===== src/rtl/mc_ctrl_pkg.sv =====
// rtl/mc_ctrl_pkg.sv - shared types and encodings for the multicycle control unit (MC_CTRL_ADDI_EN adds ADDI)
package mc_ctrl_pkg;

    typedef enum logic [3:0] {
        S_FETCH     = 4'd0,
        S_DECODE    = 4'd1,
        S_MEM_ADDR  = 4'd2,
        S_MEM_READ  = 4'd3,
        S_MEM_WB    = 4'd4,
        S_MEM_WRITE = 4'd5,
        S_EXECUTE   = 4'd6,
        S_ALU_WB    = 4'd7,
        S_BRANCH    = 4'd8,
        S_JUMP      = 4'd9
`ifdef MC_CTRL_ADDI_EN
        ,
        S_IMM_EXEC  = 4'd10,
        S_IMM_WB    = 4'd11
`endif
    } state_t;

    localparam logic [5:0] OP_RTYPE = 6'b000000;
    localparam logic [5:0] OP_LW    = 6'b100011;
    localparam logic [5:0] OP_SW    = 6'b101011;
    localparam logic [5:0] OP_BEQ   = 6'b000100;
    localparam logic [5:0] OP_J     = 6'b000010;
    localparam logic [5:0] OP_ADDI  = 6'b001000;

    localparam logic [1:0] SRCB_B      = 2'b00;
    localparam logic [1:0] SRCB_FOUR   = 2'b01;
    localparam logic [1:0] SRCB_IMM    = 2'b10;
    localparam logic [1:0] SRCB_SHIMM  = 2'b11;

    localparam logic [1:0] ALUOP_ADD   = 2'b00;
    localparam logic [1:0] ALUOP_SUB   = 2'b01;
    localparam logic [1:0] ALUOP_FUNCT = 2'b10;

    localparam logic [1:0] PCSRC_ALU    = 2'b00;
    localparam logic [1:0] PCSRC_ALUOUT = 2'b01;
    localparam logic [1:0] PCSRC_JUMP   = 2'b10;

    typedef struct packed {
        logic       pc_write;
        logic       pc_write_cond;
        logic       iord;
        logic       mem_read;
        logic       mem_write;
        logic       memto_reg;
        logic       ir_write;
        logic       reg_write;
        logic       reg_dst;
        logic       alu_src_a;
        logic [1:0] alu_src_b;
        logic [1:0] alu_op;
        logic [1:0] pc_source;
    } ctrl_t;

    function automatic logic opcode_known(input logic [5:0] op);
        logic known;
        known = (op == OP_RTYPE) || (op == OP_LW) || (op == OP_SW) ||
                (op == OP_BEQ) || (op == OP_J);
`ifdef MC_CTRL_ADDI_EN
        known = known || (op == OP_ADDI);
`endif
        return known;
    endfunction

endpackage


===== src/rtl/mc_ctrl_outdec.sv =====
// rtl/mc_ctrl_outdec.sv - state to datapath control decode (MC_CTRL_ADDI_EN adds IMM states)
module mc_ctrl_outdec
    import mc_ctrl_pkg::*;
(
    input  state_t state,
    input  logic   mem_ready,
    output ctrl_t  ctrl
);

    always_comb begin
        ctrl = '0;
        case (state)
            S_FETCH: begin
                ctrl.mem_read  = 1'b1;
                ctrl.alu_src_b = SRCB_FOUR;
                // IR load and PC+4 only commit once memory returns the word
                ctrl.ir_write  = mem_ready;
                ctrl.pc_write  = mem_ready;
            end
            S_DECODE: begin
                ctrl.alu_src_b = SRCB_SHIMM;
            end
            S_MEM_ADDR: begin
                ctrl.alu_src_a = 1'b1;
                ctrl.alu_src_b = SRCB_IMM;
            end
            S_MEM_READ: begin
                ctrl.mem_read = 1'b1;
                ctrl.iord     = 1'b1;
            end
            S_MEM_WB: begin
                ctrl.reg_write = 1'b1;
                ctrl.memto_reg = 1'b1;
            end
            S_MEM_WRITE: begin
                ctrl.mem_write = 1'b1;
                ctrl.iord      = 1'b1;
            end
            S_EXECUTE: begin
                ctrl.alu_src_a = 1'b1;
                ctrl.alu_op    = ALUOP_FUNCT;
            end
            S_ALU_WB: begin
                ctrl.reg_write = 1'b1;
                ctrl.reg_dst   = 1'b1;
            end
            S_BRANCH: begin
                ctrl.alu_src_a     = 1'b1;
                ctrl.alu_op        = ALUOP_SUB;
                ctrl.pc_write_cond = 1'b1;
                ctrl.pc_source     = PCSRC_ALUOUT;
            end
            S_JUMP: begin
                ctrl.pc_write  = 1'b1;
                ctrl.pc_source = PCSRC_JUMP;
            end
`ifdef MC_CTRL_ADDI_EN
            S_IMM_EXEC: begin
                ctrl.alu_src_a = 1'b1;
                ctrl.alu_src_b = SRCB_IMM;
            end
            S_IMM_WB: begin
                ctrl.reg_write = 1'b1;
            end
`endif
            default: ;
        endcase
    end

endmodule


===== src/rtl/mc_control_unit.sv =====
// rtl/mc_control_unit.sv - multicycle CPU control FSM with retired-instruction counter (MC_CTRL_ADDI_EN adds ADDI)
module mc_control_unit
    import mc_ctrl_pkg::*;
#(
    parameter int CNT_W = 32
) (
    input  logic             clk,
    input  logic             reset,
    input  logic [5:0]       opcode,
    input  logic             mem_ready,
    output logic             PCWrite,
    output logic             PCWriteCond,
    output logic             IorD,
    output logic             MemRead,
    output logic             MemWrite,
    output logic             MemtoReg,
    output logic             IRWrite,
    output logic             RegWrite,
    output logic             RegDst,
    output logic             ALUSrcA,
    output logic [1:0]       ALUSrcB,
    output logic [1:0]       ALUOp,
    output logic [1:0]       PCSource,
    output logic [3:0]       state,
    output logic             illegal_op,
    output logic [CNT_W-1:0] instr_count
);

    state_t cur;
    ctrl_t  ctrl;
    logic   retire;

    always_comb begin
        retire = 1'b0;
        case (cur)
            S_MEM_WB, S_ALU_WB, S_BRANCH, S_JUMP: retire = 1'b1;
            S_MEM_WRITE:                          retire = mem_ready;
`ifdef MC_CTRL_ADDI_EN
            S_IMM_WB:                             retire = 1'b1;
`endif
            default:                              retire = 1'b0;
        endcase
    end

    always_ff @(posedge clk or negedge reset) begin
        if (!reset) begin
            cur         <= S_FETCH;
            instr_count <= '0;
        end else begin
            case (cur)
                S_FETCH:     if (mem_ready) cur <= S_DECODE;
                S_DECODE: begin
                    case (opcode)
                        OP_LW, OP_SW: cur <= S_MEM_ADDR;
                        OP_RTYPE:     cur <= S_EXECUTE;
                        OP_BEQ:       cur <= S_BRANCH;
                        OP_J:         cur <= S_JUMP;
`ifdef MC_CTRL_ADDI_EN
                        OP_ADDI:      cur <= S_IMM_EXEC;
`endif
                        default:      cur <= S_FETCH;
                    endcase
                end
                S_MEM_ADDR:  cur <= (opcode == OP_SW) ? S_MEM_WRITE : S_MEM_READ;
                S_MEM_READ:  if (mem_ready) cur <= S_MEM_WB;
                S_MEM_WRITE: if (mem_ready) cur <= S_FETCH;
                S_EXECUTE:   cur <= S_ALU_WB;
`ifdef MC_CTRL_ADDI_EN
                S_IMM_EXEC:  cur <= S_IMM_WB;
`endif
                default:     cur <= S_FETCH;
            endcase
            if (retire) instr_count <= instr_count + CNT_W'(1);
        end
    end

    mc_ctrl_outdec u_outdec (
        .state     (cur),
        .mem_ready (mem_ready),
        .ctrl      (ctrl)
    );

    // Write strobes are qualified by reset so an abort mid-instruction cannot leak a write
    assign PCWrite     = ctrl.pc_write      & reset;
    assign PCWriteCond = ctrl.pc_write_cond & reset;
    assign MemWrite    = ctrl.mem_write     & reset;
    assign IRWrite     = ctrl.ir_write      & reset;
    assign RegWrite    = ctrl.reg_write     & reset;
    assign IorD        = ctrl.iord;
    assign MemRead     = ctrl.mem_read;
    assign MemtoReg    = ctrl.memto_reg;
    assign RegDst      = ctrl.reg_dst;
    assign ALUSrcA     = ctrl.alu_src_a;
    assign ALUSrcB     = ctrl.alu_src_b;
    assign ALUOp       = ctrl.alu_op;
    assign PCSource    = ctrl.pc_source;
    assign state       = cur;
    assign illegal_op  = reset && (cur == S_DECODE) && !opcode_known(opcode);

endmodule


===== config.mk =====
export PLATFORM = sky130hd
export DESIGN_NAME = mc_control_unit
export DESIGN_NICKNAME = d
export VERILOG_FILES = /design/src/rtl/mc_ctrl_pkg.sv /design/src/rtl/mc_ctrl_outdec.sv /design/src/rtl/mc_control_unit.sv
export SDC_FILE = /design/constraint.sdc
export NUM_CORES = 1
export LEC_CHECK = 0
export CAP_MARGIN = 25
export CORE_MARGIN = 1
export CORE_UTILIZATION = 30
export CTS_CLUSTER_SIZE = 20
export DETAILED_ROUTE_END_ITERATION = 12
export GPL_TIMING_DRIVEN = 0
export PLACE_DENSITY = 0.65
export SKIP_CTS_REPAIR_TIMING = 1
export SKIP_LAST_GASP = 1
export SLEW_MARGIN = 20
export SYNTH_ARGS = -nofsm -noshare
export SYNTH_HDL_FRONTEND = slang
export SYNTH_SLANG_ARGS = --single-unit

===== constraint.sdc =====
create_clock -name clk -period 2.3 [get_ports clk]
set_clock_uncertainty 0.05 [all_clocks]
set_input_delay 0.46 -clock clk [delete_from_list [all_inputs] [get_ports clk]]
set_output_delay 0.46 -clock clk [all_outputs]
set_load 0.02 [all_outputs]

Yosys cells after proc, flatten, opt, wreduce, memory -nomap -nowiden:

Cells that the tools add are included.

* output and inout bits: 53
* input port bits: 9
* flip-flop bits (word level): 36
* word-level logic and storage cells: 60

* reductions and logical operators: 16
* bitwise gates (word level): 5
* muxes and demuxes: 20
* eq/ne operators: 16
* add/subtract/negate cells: 1

Operators by type and width (number)
* 32-bit by 1-bit adder with 32-bit output, second input constant: 1
* 4-bit case mux with 6 select lines: 1
* 4-bit by 3-bit == test with 1-bit output, second input constant: 4
* 4-bit case mux with 4 select lines: 1
* 6-bit == test, second input constant: 2
* 4-bit two-way mux: 3
* 1-bit two-way mux: 9
* 4-bit by 2-bit == test with 1-bit output, second input constant: 2
* 4-bit == test, second input constant: 2
* 2-bit case mux with 2 select lines: 2
* 2-bit OR reduction: 4
* 6-bit by 2-bit == test with 1-bit output, second input constant: 1
* 6-bit by 3-bit == test with 1-bit output, second input constant: 1
* 6-bit logical NOT: 1
* 2-bit != test, second input constant: 3
* 2-bit case mux with 3 select lines: 1
* 1-bit bitwise AND: 5
* 4-bit by 1-bit == test with 1-bit output, second input constant: 1
* 4-bit logical NOT: 1
* 1-bit logical OR: 4
* 1-bit case mux with 2 select lines: 2
* 4-bit OR reduction: 1
* 3-bit two-way mux: 1
* 3-bit AND reduction: 1
* 3 further kinds: 4

Longest topological paths before layout:

* word-level depth: 7
* depth in mapped cells: 7
* gate-level depth less buffers: 5

Cells and area by module:

A second synthesis with hierarchy kept.

* cells, all modules: 222
* area total of the unflattened synthesis: 2214.6 um^2

By module, submodules not included
* mc_control_unit: cells each 192, sequential area each 900.9 um^2, times used 1, area each 2020.7 um^2
* mc_ctrl_outdec: cells each 30, sequential area each 0.0 um^2, times used 1, area each 193.9 um^2

Worst setup path before layout:

No wires, ideal clock.

* path kind: reg-to-output
* from: register cur[0] (netlist: state[0])
* to: output port PCWrite
* cell stages (with the launch flop): 5
* arrival: 1.785 ns
* buffers on the path: 2
* slack: 0.005 ns
* data required time: 1.790 ns
* cell sequence: dfrtp_1 > clkbuf_1 > clkbuf_1 > a21oi_1 > nor4b_1

* word-level cells in the longest chain between the ends: 3
* elaborated cells between the ends (all ways): 4
* those cells by class: eq/ne: 1; mux: 1; bitwise: 1; reduce/logical: 1

Ends and longest elaborated chain
* start, declared: RTL line mc_control_unit.sv:29 `state_t cur;`
* start signal, assigned: RTL line mc_control_unit.sv:64 `S_MEM_ADDR: cur <= (opcode == OP_SW) ? S_MEM_WRITE : S_MEM_READ;`
* 4-bit == test / 4-bit logical NOT (equally long branches): RTL line mc_ctrl_outdec.sv:12 `case (state)`
* 1-bit case mux with 2 select lines (*): RTL line mc_ctrl_outdec.sv:12
* 1-bit bitwise AND (*): RTL line mc_control_unit.sv:84 `assign PCWrite = ctrl.pc_write & reset;`
* end, declared: RTL line mc_control_unit.sv:11 `output logic PCWrite,`

Mark *: on every way between the ends. The rest lies on a longest branch, timed or not.

Worst setup path after layout:

* from: register cur[1] (netlist: state[1])
* to: output port PCWriteCond

* word-level cells in the longest chain between the ends: 3

Ends and longest elaborated chain
* 4-bit == test: RTL line mc_ctrl_outdec.sv:12
* 1-bit two-way mux: RTL line mc_ctrl_outdec.sv:12
* 1-bit bitwise AND: RTL line mc_control_unit.sv:85 `assign PCWriteCond = ctrl.pc_write_cond & reset;`
* end, declared: RTL line mc_control_unit.sv:12 `output logic PCWriteCond,`

Every way passes these cells.

==> results.yml <==
clock_tree:
  clockBufferDepth: 2
  clock_latency_ps: 280
  cts_tree: "done"
  numCtsBuffers: 5
  clkTransAtPathRegs_ps: 70
  cts_sinks: 36
  cts_htree_levels: 2
  ctsRootBufferMaster: "clkbuf_8"
layout:
  drive_gt1_share_pct: 9.47
  syn2layout_area_growth_pct: 42.1
  nNetsFinal: 294
  layout_common_cells: "clkdlybuf4s50_1, dfrtp_1, nand2_1, xor2_1, xnor2_1"
  layout_commonest_cell: "clkdlybuf4s50_1"
  n_antenna_cell: 0
  post-route-util_pct: 45.2
critical_path:
  critPathMaxFanout: 10
  criticalPathCategory: "flop to primary output"
  startpoint_type: "flop"
  worst_path_largest_cell_delay_ps: 600
  slowest_stage: "clkdlybuf4s50_1"
  arrival_ps: 1970
  cp_cell_sequence: "clkbuf_2 -> nor3_1 -> and2_1 -> clkdlybuf4s50_1"
  end_kind: "primary output"
  worstPathRequired_ps: 1790
detailed_routing:
  vias_per_cell: 5.14
  detail_route.wl_per_cell_um: 14.5
  firstDrtPassIters: 4
  postRouteAntennaNets: 0
  wirelength_um: 5260
  drt_iter0_markers: 73
  drc: 0
  vias: 1861
sta:
  slew_headroom_pct: 67.3
  worst_slack_ps: -176
  timing_hold_violations_final: 0
  grt_setup_unrepaired: "true"
  layout_worst_path_cycle_share_pct: 108
  maxSlewViolCount: 0
  tns_ps: -201
  period_minus_slack_ps: 2480
  hold_ws_ps: 56.0
  setup_violations: 3
  worst_pin_slew_ps: 490
  fmax_mhz: 404
global_route:
  grt_pass1_vias: 1750
  antenna_found_initial: 0
  grt_usage_pct: 14.8
  grt_overflow_total: 0
  grt_max_degree: 25
  grt_pass1_wl_um: 8560
job:
  cap_viol_max_count: 0
yosys:
  yosysWarnings: 0
  synth_seq_cells: 36
  async_flop_share_pct: 100
  synth_edf_count: 0
  syn-mean-instance-area_um2: 9.57
  syn_nets: 226
  synth.distinct_cells: 38
  synth_area_mm2: 0.00207
  synth_cells: 216
  synth_flop_cell: "dfrtp_1"
  synth_seq_area_share_pct: 43.6
power:
  power_density_mw_per_mm2: 620
  p_leak_uw: 0.00126
  peakVddDrop_uv: 485
outcome:
  violations: "negative setup slack"
  status: "complete, but fails checks"
die:
  dieArea_mm2: 0.00723
  ios: 62
  core-area_mm2: 0.00649
  num_rows: 29
  die_x_um: 85.0
  die_h_um: 85.0
  start_util_pct: 31.8
place:
  gp_congestion: 0.776
  placement.io_buffers: 61
  hpwl_um: 3790
hold_path:
  hp-class: "input port to asynchronous set/reset pin"
-- layout make-up --
cell class	count	area, µm²
flip-flops and latches	36	903
plain buffers	12	65.1
inverters	2	7.51
multi-input cells	165	1120
repair buffers	62	651
well taps	77	96.3
fillers	620	3560
clock buffers	8	90.1
-- through the flow --
step                worst slack, ps  cell area [µm²]  power (µW)  instances
finish                         -176             2940        1820        362
global placement              -1590             2770        1360        354
CTS                            -505             2880        1840        363
global route                   -256             2940        1920        362
detailed placement             -500             2790        1370        355
floorplan                      5.33             2070        1090        216
-- per-layer routing --
metal  vias up  part of all wire, %  GRT usage (%)
met4         0                 0.51           2.47
met2        38                   48           23.8
met5         -                    0              0
met1       904                   48           20.8
met3         2                  3.3           2.92
li1        917                    -              -
-- worst paths after layout --
check	endpoint	cells after the start	start	slack (ps)
setup / recovery	PCWriteCond	4	state[1]$_DFFE_PN0P_	-180
hold / removal	instr_count[21]$_DFFE_PN0P_	1	reset	60
setup reg to reg	instr_count[14]$_DFFE_PN0P_	7	instr_count[0]$_DFFE_PN0P_	250
hold reg to reg	instr_count[31]$_DFFE_PN0P_	1	instr_count[31]$_DFFE_PN0P_	420
max in group asynchronous	state[0]$_DFFE_PN0P_	2	reset	1660
min in group clk	instr_count[31]$_DFFE_PN0P_	1	instr_count[31]$_DFFE_PN0P_	420
-- Yosys cell counts (3+ instances only) --
master	count	area, µm²
a21oi_1	6	30.0
and2_1	5	31.3
and3_1	8	50.1
and4_1	7	61.3
clkbuf_1	10	37.5
dfrtp_1	36	901
nand2_1	17	63.8
nand2b_1	5	31.3
nand3_1	11	55.1
nand4_1	12	75.1
nor2_1	9	33.8
nor2b_1	3	18.8
nor3_1	10	50.1
nor3b_1	4	30.0
nor4_1	14	87.6
o21ai_0	4	20.0
xnor2_1	16	140
xor2_1	17	149
-- state kept, by name, summed over array words and instances, names as in the netlist --
| register | count |
|---|---|
| instr_count | 32 |
| state | 4 |
-- power by group --
part	internal, µW	switching, µW
Clock	244	219
Sequential	677	65.9
Combinational	268	346
Total	1190	631
-- kinds of logic (layout without fill, tap and decap cells) --
kind of cell | after synthesis | count (layout) | share of synthesized area, %
xor gates and xnor gates | 33 | 33 | 14.0
DFF | 36 | 36 | 43.6
adders and majority gates | 1 | 1 | 0.605
AOI/OAI and AO/OA | 16 | 16 | 5.27
and+or+nand+nor | 115 | 115 | 33.3
buffers and inverters | 15 | 84 | 3.27
-- critical path, delay by kind of cell (launching register included) --
| kind | cells | cell delay [ps] |
|---|---|---|
| simple gates | 2 | 400 |
| flops | 1 | 470 |
| buf+inv | 2 | 810 |
(Power assumes the default switching activity.)
